## config.mk

```make
export PLATFORM = sky130hd
export DESIGN_NAME = ripple_add_sequencer
export DESIGN_NICKNAME = d
export VERILOG_FILES = /design/src/rtl/ripple_add_sequencer.sv
export SDC_FILE = /design/constraint.sdc
export NUM_CORES = 1
export LEC_CHECK = 0
export BUFFER_PORTS_ARGS = -buffer_cell sky130_fd_sc_hd__buf_4
export CELL_PAD_IN_SITES_DETAIL_PLACEMENT = 1
export CELL_PAD_IN_SITES_GLOBAL_PLACEMENT = 1
export CORE_MARGIN = 5
export CORE_UTILIZATION = 46
export DETAILED_ROUTE_END_ITERATION = 12
export HOLD_SLACK_MARGIN = 0.15
export PLACE_DENSITY_LB_ADDON = 0.1
export SYNTH_ARGS = -nofsm -noshare
export SYNTH_HDL_FRONTEND = slang
export SYNTH_SLANG_ARGS = --single-unit
```

## constraint.sdc

```tcl
create_clock -name clk -period 4.6 [get_ports clk]
set_input_delay 0.23 -clock clk [delete_from_list [all_inputs] [get_ports clk]]
set_output_delay 0.23 -clock clk [all_outputs]
set_load 0.1 [all_outputs]
```

## src/rtl/ripple_add_sequencer.sv

```systemverilog
// ripple_add_sequencer: wide (N*WORDS-bit) adder built from one shared N-bit
// ripple-carry slice, one chunk per clock, LSB chunk first, carry chained
// through a register. valid/ready handshake on operand and result sides.
// Optional feature macro: RIPPLE_ADD_SUB_EN adds the in_sub port (A - B).
//
// state  | meaning
// IDLE   | waiting for operands, in_ready=1
// RUN    | adding chunk idx_q, one chunk per clock
// DONE   | result valid, held until out_ready
module ripple_add_sequencer #(
    parameter int N     = 4,
    parameter int WORDS = 4
) (
    input  logic               clk,
    input  logic               rst_n,
    input  logic               in_valid,
    output logic               in_ready,
    input  logic [N*WORDS-1:0] in_a,
    input  logic [N*WORDS-1:0] in_b,
    input  logic               in_cin,
`ifdef RIPPLE_ADD_SUB_EN
    input  logic               in_sub,
`endif
    output logic               out_valid,
    input  logic               out_ready,
    output logic [N*WORDS-1:0] out_sum,
    output logic               out_cout,
    output logic               busy
);

    localparam int W     = N * WORDS;
    localparam int IDX_W = (WORDS > 1) ? $clog2(WORDS) : 1;
    localparam logic [IDX_W-1:0] IDX_LAST = IDX_W'(WORDS - 1);

    typedef enum logic [1:0] {
        S_IDLE,
        S_RUN,
        S_DONE
    } state_t;

    state_t           state_q, state_d;
    logic [W-1:0]     a_q, a_d;
    logic [W-1:0]     b_q, b_d;
    logic [W-1:0]     sum_q, sum_d;
    logic [IDX_W-1:0] idx_q, idx_d;
    logic             carry_q, carry_d;
    logic             cout_q, cout_d;
    logic             out_valid_q, out_valid_d;
    logic             in_ready_q, in_ready_d;
    logic             busy_q, busy_d;

    logic [N-1:0]     a_chunk;
    logic [N-1:0]     b_chunk;
    logic [N-1:0]     chunk_sum;
    logic [N:0]       rip_c;

    // Select the operand chunks addressed by the current chunk index.
    always_comb begin
        a_chunk = '0;
        b_chunk = '0;
        for (int w = 0; w < WORDS; w++) begin
            if (idx_q == IDX_W'(w)) begin
                a_chunk = a_q[w*N +: N];
                b_chunk = b_q[w*N +: N];
            end
        end
    end

    // Shared N-bit slice: one full adder per bit, carry rippling upward.
    assign rip_c[0] = carry_q;
    for (genvar i = 0; i < N; i++) begin : g_fa
        assign chunk_sum[i] = a_chunk[i] ^ b_chunk[i] ^ rip_c[i];
        assign rip_c[i+1]   = (a_chunk[i] & b_chunk[i]) |
                              (rip_c[i] & (a_chunk[i] ^ b_chunk[i]));
    end

    // Next-state and next-output logic for the sequencer.
    always_comb begin
        state_d     = state_q;
        a_d         = a_q;
        b_d         = b_q;
        sum_d       = sum_q;
        idx_d       = idx_q;
        carry_d     = carry_q;
        cout_d      = cout_q;
        out_valid_d = out_valid_q;
        in_ready_d  = in_ready_q;
        busy_d      = busy_q;
        case (state_q)
            S_IDLE: begin
                if (in_valid && in_ready_q) begin
                    a_d        = in_a;
`ifdef RIPPLE_ADD_SUB_EN
                    // Subtraction as A + ~B + 1; the +1 replaces in_cin.
                    b_d        = in_sub ? ~in_b : in_b;
                    carry_d    = in_sub | in_cin;
`else
                    b_d        = in_b;
                    carry_d    = in_cin;
`endif
                    idx_d      = '0;
                    in_ready_d = 1'b0;
                    busy_d     = 1'b1;
                    state_d    = S_RUN;
                end
            end
            S_RUN: begin
                for (int w = 0; w < WORDS; w++) begin
                    if (idx_q == IDX_W'(w)) begin
                        sum_d[w*N +: N] = chunk_sum;
                    end
                end
                carry_d = rip_c[N];
                if (idx_q == IDX_LAST) begin
                    // Index parks at zero so WORDS=1 never wraps past the last chunk.
                    idx_d       = '0;
                    cout_d      = rip_c[N];
                    out_valid_d = 1'b1;
                    state_d     = S_DONE;
                end else begin
                    idx_d = idx_q + IDX_W'(1);
                end
            end
            S_DONE: begin
                // in_ready stays low here: the next accept waits one cycle after handoff.
                if (out_ready) begin
                    out_valid_d = 1'b0;
                    in_ready_d  = 1'b1;
                    busy_d      = 1'b0;
                    state_d     = S_IDLE;
                end
            end
            default: begin
                state_d     = S_IDLE;
                out_valid_d = 1'b0;
                in_ready_d  = 1'b1;
                busy_d      = 1'b0;
            end
        endcase
    end

    // State and registered outputs; reset aborts any operation in flight.
    always_ff @(posedge clk or negedge rst_n) begin
        if (!rst_n) begin
            state_q     <= S_IDLE;
            a_q         <= '0;
            b_q         <= '0;
            sum_q       <= '0;
            idx_q       <= '0;
            carry_q     <= 1'b0;
            cout_q      <= 1'b0;
            out_valid_q <= 1'b0;
            in_ready_q  <= 1'b1;
            busy_q      <= 1'b0;
        end else begin
            state_q     <= state_d;
            a_q         <= a_d;
            b_q         <= b_d;
            sum_q       <= sum_d;
            idx_q       <= idx_d;
            carry_q     <= carry_d;
            cout_q      <= cout_d;
            out_valid_q <= out_valid_d;
            in_ready_q  <= in_ready_d;
            busy_q      <= busy_d;
        end
    end

    assign in_ready  = in_ready_q;
    assign out_valid = out_valid_q;
    assign out_sum   = sum_q;
    assign out_cout  = cout_q;
    assign busy      = busy_q;

endmodule

```

# Word-level counts from Yosys, hierarchy flattened
# Cells that the tools add are included.
dict set report op_classes {
  addsub 1
  mul 0
  div 0
  order_cmp 0
  n_eq_ne 8
  n_shift 0
  n_mux 25
  bitwise 22
  reduce_logical 13
}
# op count
set op_table {}
lappend op_table {{4-bit 2-to-1 mux} 8}
lappend op_table {{2-bit AND reduction} 6}
lappend op_table {{2-bit 2-to-1 mux} 5}
lappend op_table {{1-bit one-hot mux with 3 select lines} 3}
lappend op_table {{3-bit AND reduction} 3}
lappend op_table {{1-bit AND} 8}
lappend op_table {{1-bit bitwise XOR} 8}
lappend op_table {{2-bit == test (second input constant)} 3}
lappend op_table {{1-bit 2-to-1 mux} 6}
lappend op_table {{2-bit != test (second input constant)} 3}
lappend op_table {{2-bit one-hot mux with 3 select lines} 1}
lappend op_table {{2-bit by 1-bit == test with 1-bit output (second input constant)} 2}
lappend op_table {{2-bit logical NOT} 2}
lappend op_table {{1-bit bitwise OR} 4}
lappend op_table {{2-bit one-hot mux with 2 select lines} 1}
lappend op_table {{2-bit by 1-bit adder with 2-bit output (second input constant)} 1}
lappend op_table {{1-bit NOT} 2}
lappend op_table {{1-bit one-hot mux with 2 select lines} 1}
lappend op_table {{2-bit nonzero test} 1}
lappend op_table {{1-bit logical AND} 1}
dict set report word_totals {
  register_bits 57
  latch_bits 0
  ramBits 0
  romBits 0
  in_bits 37
  out_inout_bits 20
  n_memories 0
}

# Longest topological paths before layout
dict set report depth {
  word_depth 15
  depth_mapped 14
  mapped_depth_nobuf 13
}

# Least setup slack after synthesis
# OpenSTA, ideal clock, no wires.
dict set report synth_path {
  path_type {reg-to-reg}
  start {register idx_q[0]}
  end {register sum_q[11] (netlist: out_sum[11])}
  setup_time_ns 0.126
  t_arrival_ns 2.971
  required_time_ns 4.474
  slack_ns 1.504
  path_stages_with_launch 15
  n_path_buf 1
  path_cell_list {dfrtp_1 -> inv_1 -> ha_1 -> nor2b_1 -> clkbuf_1 -> a221o_1 -> a22oi_1 -> fa_1 -> inv_1 -> fa_1 -> inv_1 -> fa_1 -> inv_1 -> fa_1 -> mux2_2}
}
dict set report synth_via {
  elab_chain_len 13
  word_cells_on_any_way 27
}
# item line_no
set synth_rtl {}
lappend synth_rtl {{start: declaration} 45} ;# logic [IDX_W-1:0] idx_q, idx_d;
lappend synth_rtl {{start signal: assignment} 160} ;# idx_q <= idx_d;
lappend synth_rtl {{2-bit logical NOT} 62} ;# if (idx_q == IDX_W'(w)) begin
lappend synth_rtl {{4-bit 2-to-1 mux (4 in series)} 62}
lappend synth_rtl {{1-bit bitwise XOR} 74} ;# (rip_c[i] & (a_chunk[i] ^ b_chunk[i]));
lappend synth_rtl {{1-bit AND} 74}
lappend synth_rtl {{1-bit bitwise OR} 73} ;# assign rip_c[i+1] = (a_chunk[i] & b_chunk[i]) |
lappend synth_rtl {{1-bit AND} 74}
lappend synth_rtl {{1-bit bitwise OR} 73}
lappend synth_rtl {{1-bit AND} 74}
lappend synth_rtl {{1-bit bitwise OR} 73}
lappend synth_rtl {{1-bit bitwise XOR (*)} 72} ;# assign chunk_sum[i] = a_chunk[i] ^ b_chunk[i] ^ rip_c[i];
lappend synth_rtl {{named net chunk_sum[3]} 54} ;# logic [N-1:0] chunk_sum;
lappend synth_rtl {{end signal: assignment} 159} ;# sum_q <= sum_d;
lappend synth_rtl {{end: declaration} 44} ;# logic [W-1:0] sum_q, sum_d;
# The timed path passes the listed nets; every way through them passes the cells marked *.
# A chain may end at the register's enable or synchronous reset.

# Final worst setup path
# Same ends and word-level chain as after synthesis.

==> qor.txt <==
RUN STATUS
----------------------------------------------------------------------------------------
Outcome                                                                     complete, no violations

FLOORPLANNING
----------------------------------------------------------------------------------------
Standard cell core area                                                      0.00547 mm2
Starting density of the core                                                       46.9%
Num rows                                                                              27
Die area                                                                     0.00717 mm2
Chip height                                                                      84.7 um
Die X                                                                            84.7 um
Top Ports                                                                             57

CRITICAL PATH
----------------------------------------------------------------------------------------
Required time at the endpoint of the critical path                               4.83 ns
Type of origin of the critical path                                            flip-flop
Worst setup EP type                                                            flip-flop
Highest fanout seen on the critical path                                              11
Worst reg-to-reg setup slack                                                     0.98 ns
Launch point of the worst reg-to-reg path                                   idx_q[0]$_DFFE_PN0P_
Critical setup path kind                                                    flip-flop to flip-flop
RR Endpoint                                                                 out_sum[11]$_DFFE_PN0P_
Worst reg2reg path depth                                                              12
Signal arrival time at the worst endpoint                                        3.84 ns

JOB
----------------------------------------------------------------------------------------
Maximum Capacitance Violations                                                         0

SYNTHESIS
----------------------------------------------------------------------------------------
Cell taking the most area after synthesis                                   sky130_fd_sc_hd__dfrtp_1
Commonest cells in the netlist                                              sky130_fd_sc_hd__dfrtp_1 (56), sky130_fd_sc_hd__mux2_2 (36), sky130_fd_sc_hd__nand2_1 (22)
Leading cell types by total area after synthesis                            sky130_fd_sc_hd__dfrtp_1 (55%), sky130_fd_sc_hd__mux2_2 (16%), sky130_fd_sc_hd__nand2_1 (3.2%)
Cell Area, Synth                                                             0.00257 mm2
Most common cell in the netlist                                             sky130_fd_sc_hd__dfrtp_1
Share of the synthesized area in the top cell type                                 54.6%
Area share of fa/ha/maj cells after synthesis                                      5.07%
Distinct cell type count after synthesis                                              28
Simple-gate share of the synthesized area                                          6.83%
Number of synthesized register bits                                                   57
Primary flip-flop cell chosen by synthesis mapping                          sky130_fd_sc_hd__dfrtp_1
Share of the synthesized area in compound gates (AO/OA/AOI/OAI)                    11.6%
EDFF count, synth                                                                      0
Synthesized instance count                                                           207
Syn Nets                                                                             252
Post-synthesis xor/xnor area fraction                                                 0%
Synth warnings                                                                         0
Mapped Avg Cell Area                                                            12.4 um2
Combinational family with the most area after synthesis                     multiplexers
Multiplexer fraction of the synthesized cell area                                  15.8%
Sequential share of the synthesized area                                           55.6%
Async S/R FF share, synth                                                           100%

CELLS AND AREA
----------------------------------------------------------------------------------------
Utilization after layout                                                           63.9%
Post-synthesis to final-layout area growth                                         36.4%
Count of inserted antenna diode cells                                                  0
Final nets                                                                           341
Fraction of final layout cells with drive strength greater than 1                  36.0%

STA
----------------------------------------------------------------------------------------
Slew Viols, Final                                                                      0
Final count of negative-setup-slack endpoints                                          0
Top achievable clock speed                                                     0.276 GHz
Setup TNS Final                                                                     0 ns
Transition at the pin with the smallest max-transition slack                    0.719 ns
Number of endpoints with negative hold slack in the final report                       0
RSZ-0062 raised after global routing                                                  no
Worst clock skew                                                               0.0107 ns
Final critical-path required period                                              3.62 ns
Post-route fraction of the period consumed by the critical path                    78.7%
Headroom to the max-slew limit                                                     52.0%

DRT
----------------------------------------------------------------------------------------
DRT Wirelength                                                                   6.37 mm
Starting DRT DRC Count                                                                43
Routed via count                                                                    1916
Number of search-and-repair iterations in the first detailed-routing pass              4
Routed vias/inst                                                                    5.15
Number of routed nets with antenna violations                                          0
Post-route DRC violation count                                                         0
Wire per inst                                                                    17.1 um

CLOCKING
----------------------------------------------------------------------------------------
Worst-path clk slew                                                              0.06 ns
Cts bufs inserted                                                                      9
CTS sink count                                                                        57
Clock tree from TritonCTS                                                          built
Longest Clk Path Bufs                                                                  2
Post-CTS setup buffer count                                                            0
Worst skew pair latency                                                          0.35 ns
Root buffer selected by CTS                                                 sky130_fd_sc_hd__clkbuf_8
H-Tree Level Count                                                                     3

POWER AND IR DROP
----------------------------------------------------------------------------------------
Total power consumption of the routed design                                   0.00277 W
Static leakage power                                                             1.65 nW
Peak supply drop                                                                  562 uV
Pwr/cell area                                                                 792 mW/mm2

PLACE
----------------------------------------------------------------------------------------
Post-detailed-placement half-perimeter wirelength                                4.16 mm
Count of input and output buffers                                                     56
Routability congestion estimate from global placement                              0.744

GLOBAL ROUTING
----------------------------------------------------------------------------------------
Antenna violations before repair                                                       0
First-pass GRT wire length                                                       10.8 mm
Via count of the first global-routing pass                                          2165
Residual overflow from global routing                                                  0
Pin count of the biggest net entering global routing                                  58
Overall Global Routing Usage                                                       19.5%

HOLD PATH
----------------------------------------------------------------------------------------
HP Start                                                                       out_ready
Hold Path Sink                                                              state_q[1]$_DFFE_PN0P_
Worst min path class                                                        input port to flip-flop
Hold depth                                                                             4

logic make-up after synthesis:
logic type,Yosys count
DFF,57
AOI/OAI and AO/OA,45
muxes,36
and+or+nand+nor,36
buffers and inverters,25
adders and majority gates,8
registers in the layout (all words and copies together) (netlist names):
signal and cells:
state_q 2, busy 1, b_q 16, out_cout 1, idx_q 2, out_valid 1, carry_q 1, out_sum 16
a_q 16, in_ready 1
stage by stage:
stage / hold slack, ns / area [um2] / std cells / setup WS, ns
5_1_grt: 0.194 / 3500 / 372 / 0.783
3_5_place_dp: 0.333 / 3000 / 323 / 0.993
3_3_place_gp: 0.329 / 3000 / 323 / 1.18
4_1_cts: 0.162 / 3500 / 372 / 0.989
6_report: 0.166 / 3500 / 372 / 0.980
2_1_floorplan: -0.0656 / 2570 / 207 / 1.50
metal layers:
metal  wire length, um  GRT usage [%]
met4               165           10.2
met3               350           5.20
met5                 0              0
met1              2620           22.7
met2              3230           32.9
layout make-up:
type                            instances  area, um2
Multi-Input combinational cell        125       1010
Clock inverter                          4       20.0
Fill cell                             576       1970
Inverter                               12       45.0
Timing Repair Buffer                   91        768
Tap cell                               72       90.1
Sequential cell                        57       1430
Clock buffer                           11        141
worst max-delay path: stages, from the launching register on:
cell,delay [ns]
sky130_fd_sc_hd__dfrtp_1,0.41
sky130_fd_sc_hd__ha_1,0.36
sky130_fd_sc_hd__nor2b_1,0.51
sky130_fd_sc_hd__a221o_1,0.24
sky130_fd_sc_hd__a22oi_1,0.08
sky130_fd_sc_hd__fa_1,0.43
sky130_fd_sc_hd__inv_1,0.08
sky130_fd_sc_hd__fa_1,0.16
sky130_fd_sc_hd__inv_1,0.05
sky130_fd_sc_hd__fa_1,0.35
sky130_fd_sc_hd__inv_1,0.08
sky130_fd_sc_hd__fa_1,0.46
sky130_fd_sc_hd__mux2_2,0.28
cell usage in the layout (no fill, tap or decap):
cell type                       Yosys  final
sky130_fd_sc_hd__a21o_1             1      1
sky130_fd_sc_hd__and4bb_1           1      1
sky130_fd_sc_hd__nand3b_1           4      4
sky130_fd_sc_hd__dfrtp_1           56     56
sky130_fd_sc_hd__a21oi_1            8      8
sky130_fd_sc_hd__a22oi_1            4      4
sky130_fd_sc_hd__clkbuf_1           2      1
sky130_fd_sc_hd__nor2b_1            5      5
sky130_fd_sc_hd__o31ai_1            5      5
sky130_fd_sc_hd__nand2_1           22     22
sky130_fd_sc_hd__inv_1             12     12
sky130_fd_sc_hd__buf_4              0     57
sky130_fd_sc_hd__dlygate4sd3_1      0     34
sky130_fd_sc_hd__clkbuf_8           0     10
sky130_fd_sc_hd__clkinv_2           0      4
sky130_fd_sc_hd__a22o_1             1      1
sky130_fd_sc_hd__a221oi_1           3      3
sky130_fd_sc_hd__o21ai_0           16     16
sky130_fd_sc_hd__nor2_1             2      2
sky130_fd_sc_hd__nor3_1             1      1
sky130_fd_sc_hd__or3_1              1      1
sky130_fd_sc_hd__mux2_2            36     36
sky130_fd_sc_hd__dfstp_2            1      1
sky130_fd_sc_hd__ha_1               4      4
sky130_fd_sc_hd__a221o_1            5      5
sky130_fd_sc_hd__o21bai_1           1      1
sky130_fd_sc_hd__fa_1               4      4
sky130_fd_sc_hd__o22a_1             1      1
report_power, final:
part           leakage, nW  switching, W  internal [W]
registers            0.705      0.000146      0.000736
logic                0.857       0.00101      0.000491
clock network       0.0887      0.000190      0.000203
total                 1.65       0.00134       0.00143
how the worst max path moves through the flow:
stage	from	end	slack (ns)	depth (start not counted)
finish	idx_q[0]$_DFFE_PN0P_	out_sum[11]$_DFFE_PN0P_	0.98	12
global route	idx_q[1]$_DFFE_PN0P_	out_sum[3]$_DFFE_PN0P_	0.78	13
CTS	idx_q[0]$_DFFE_PN0P_	out_sum[11]$_DFFE_PN0P_	0.99	12
detailed placement	idx_q[1]$_DFFE_PN0P_	out_sum[11]$_DFFE_PN0P_	0.99	13
global placement	idx_q[0]$_DFFE_PN0P_	out_sum[7]$_DFFE_PN0P_	1.18	12
floorplan	idx_q[0]$_DFFE_PN0P_	out_sum[11]$_DFFE_PN0P_	1.50	14
timing repair:
item,4_1_cts,5_1_grt
resized for setup,0,0
hold buffers,34,0
endpoints found under the hold margin,89,0
Power figures use the tool's default switching activity.
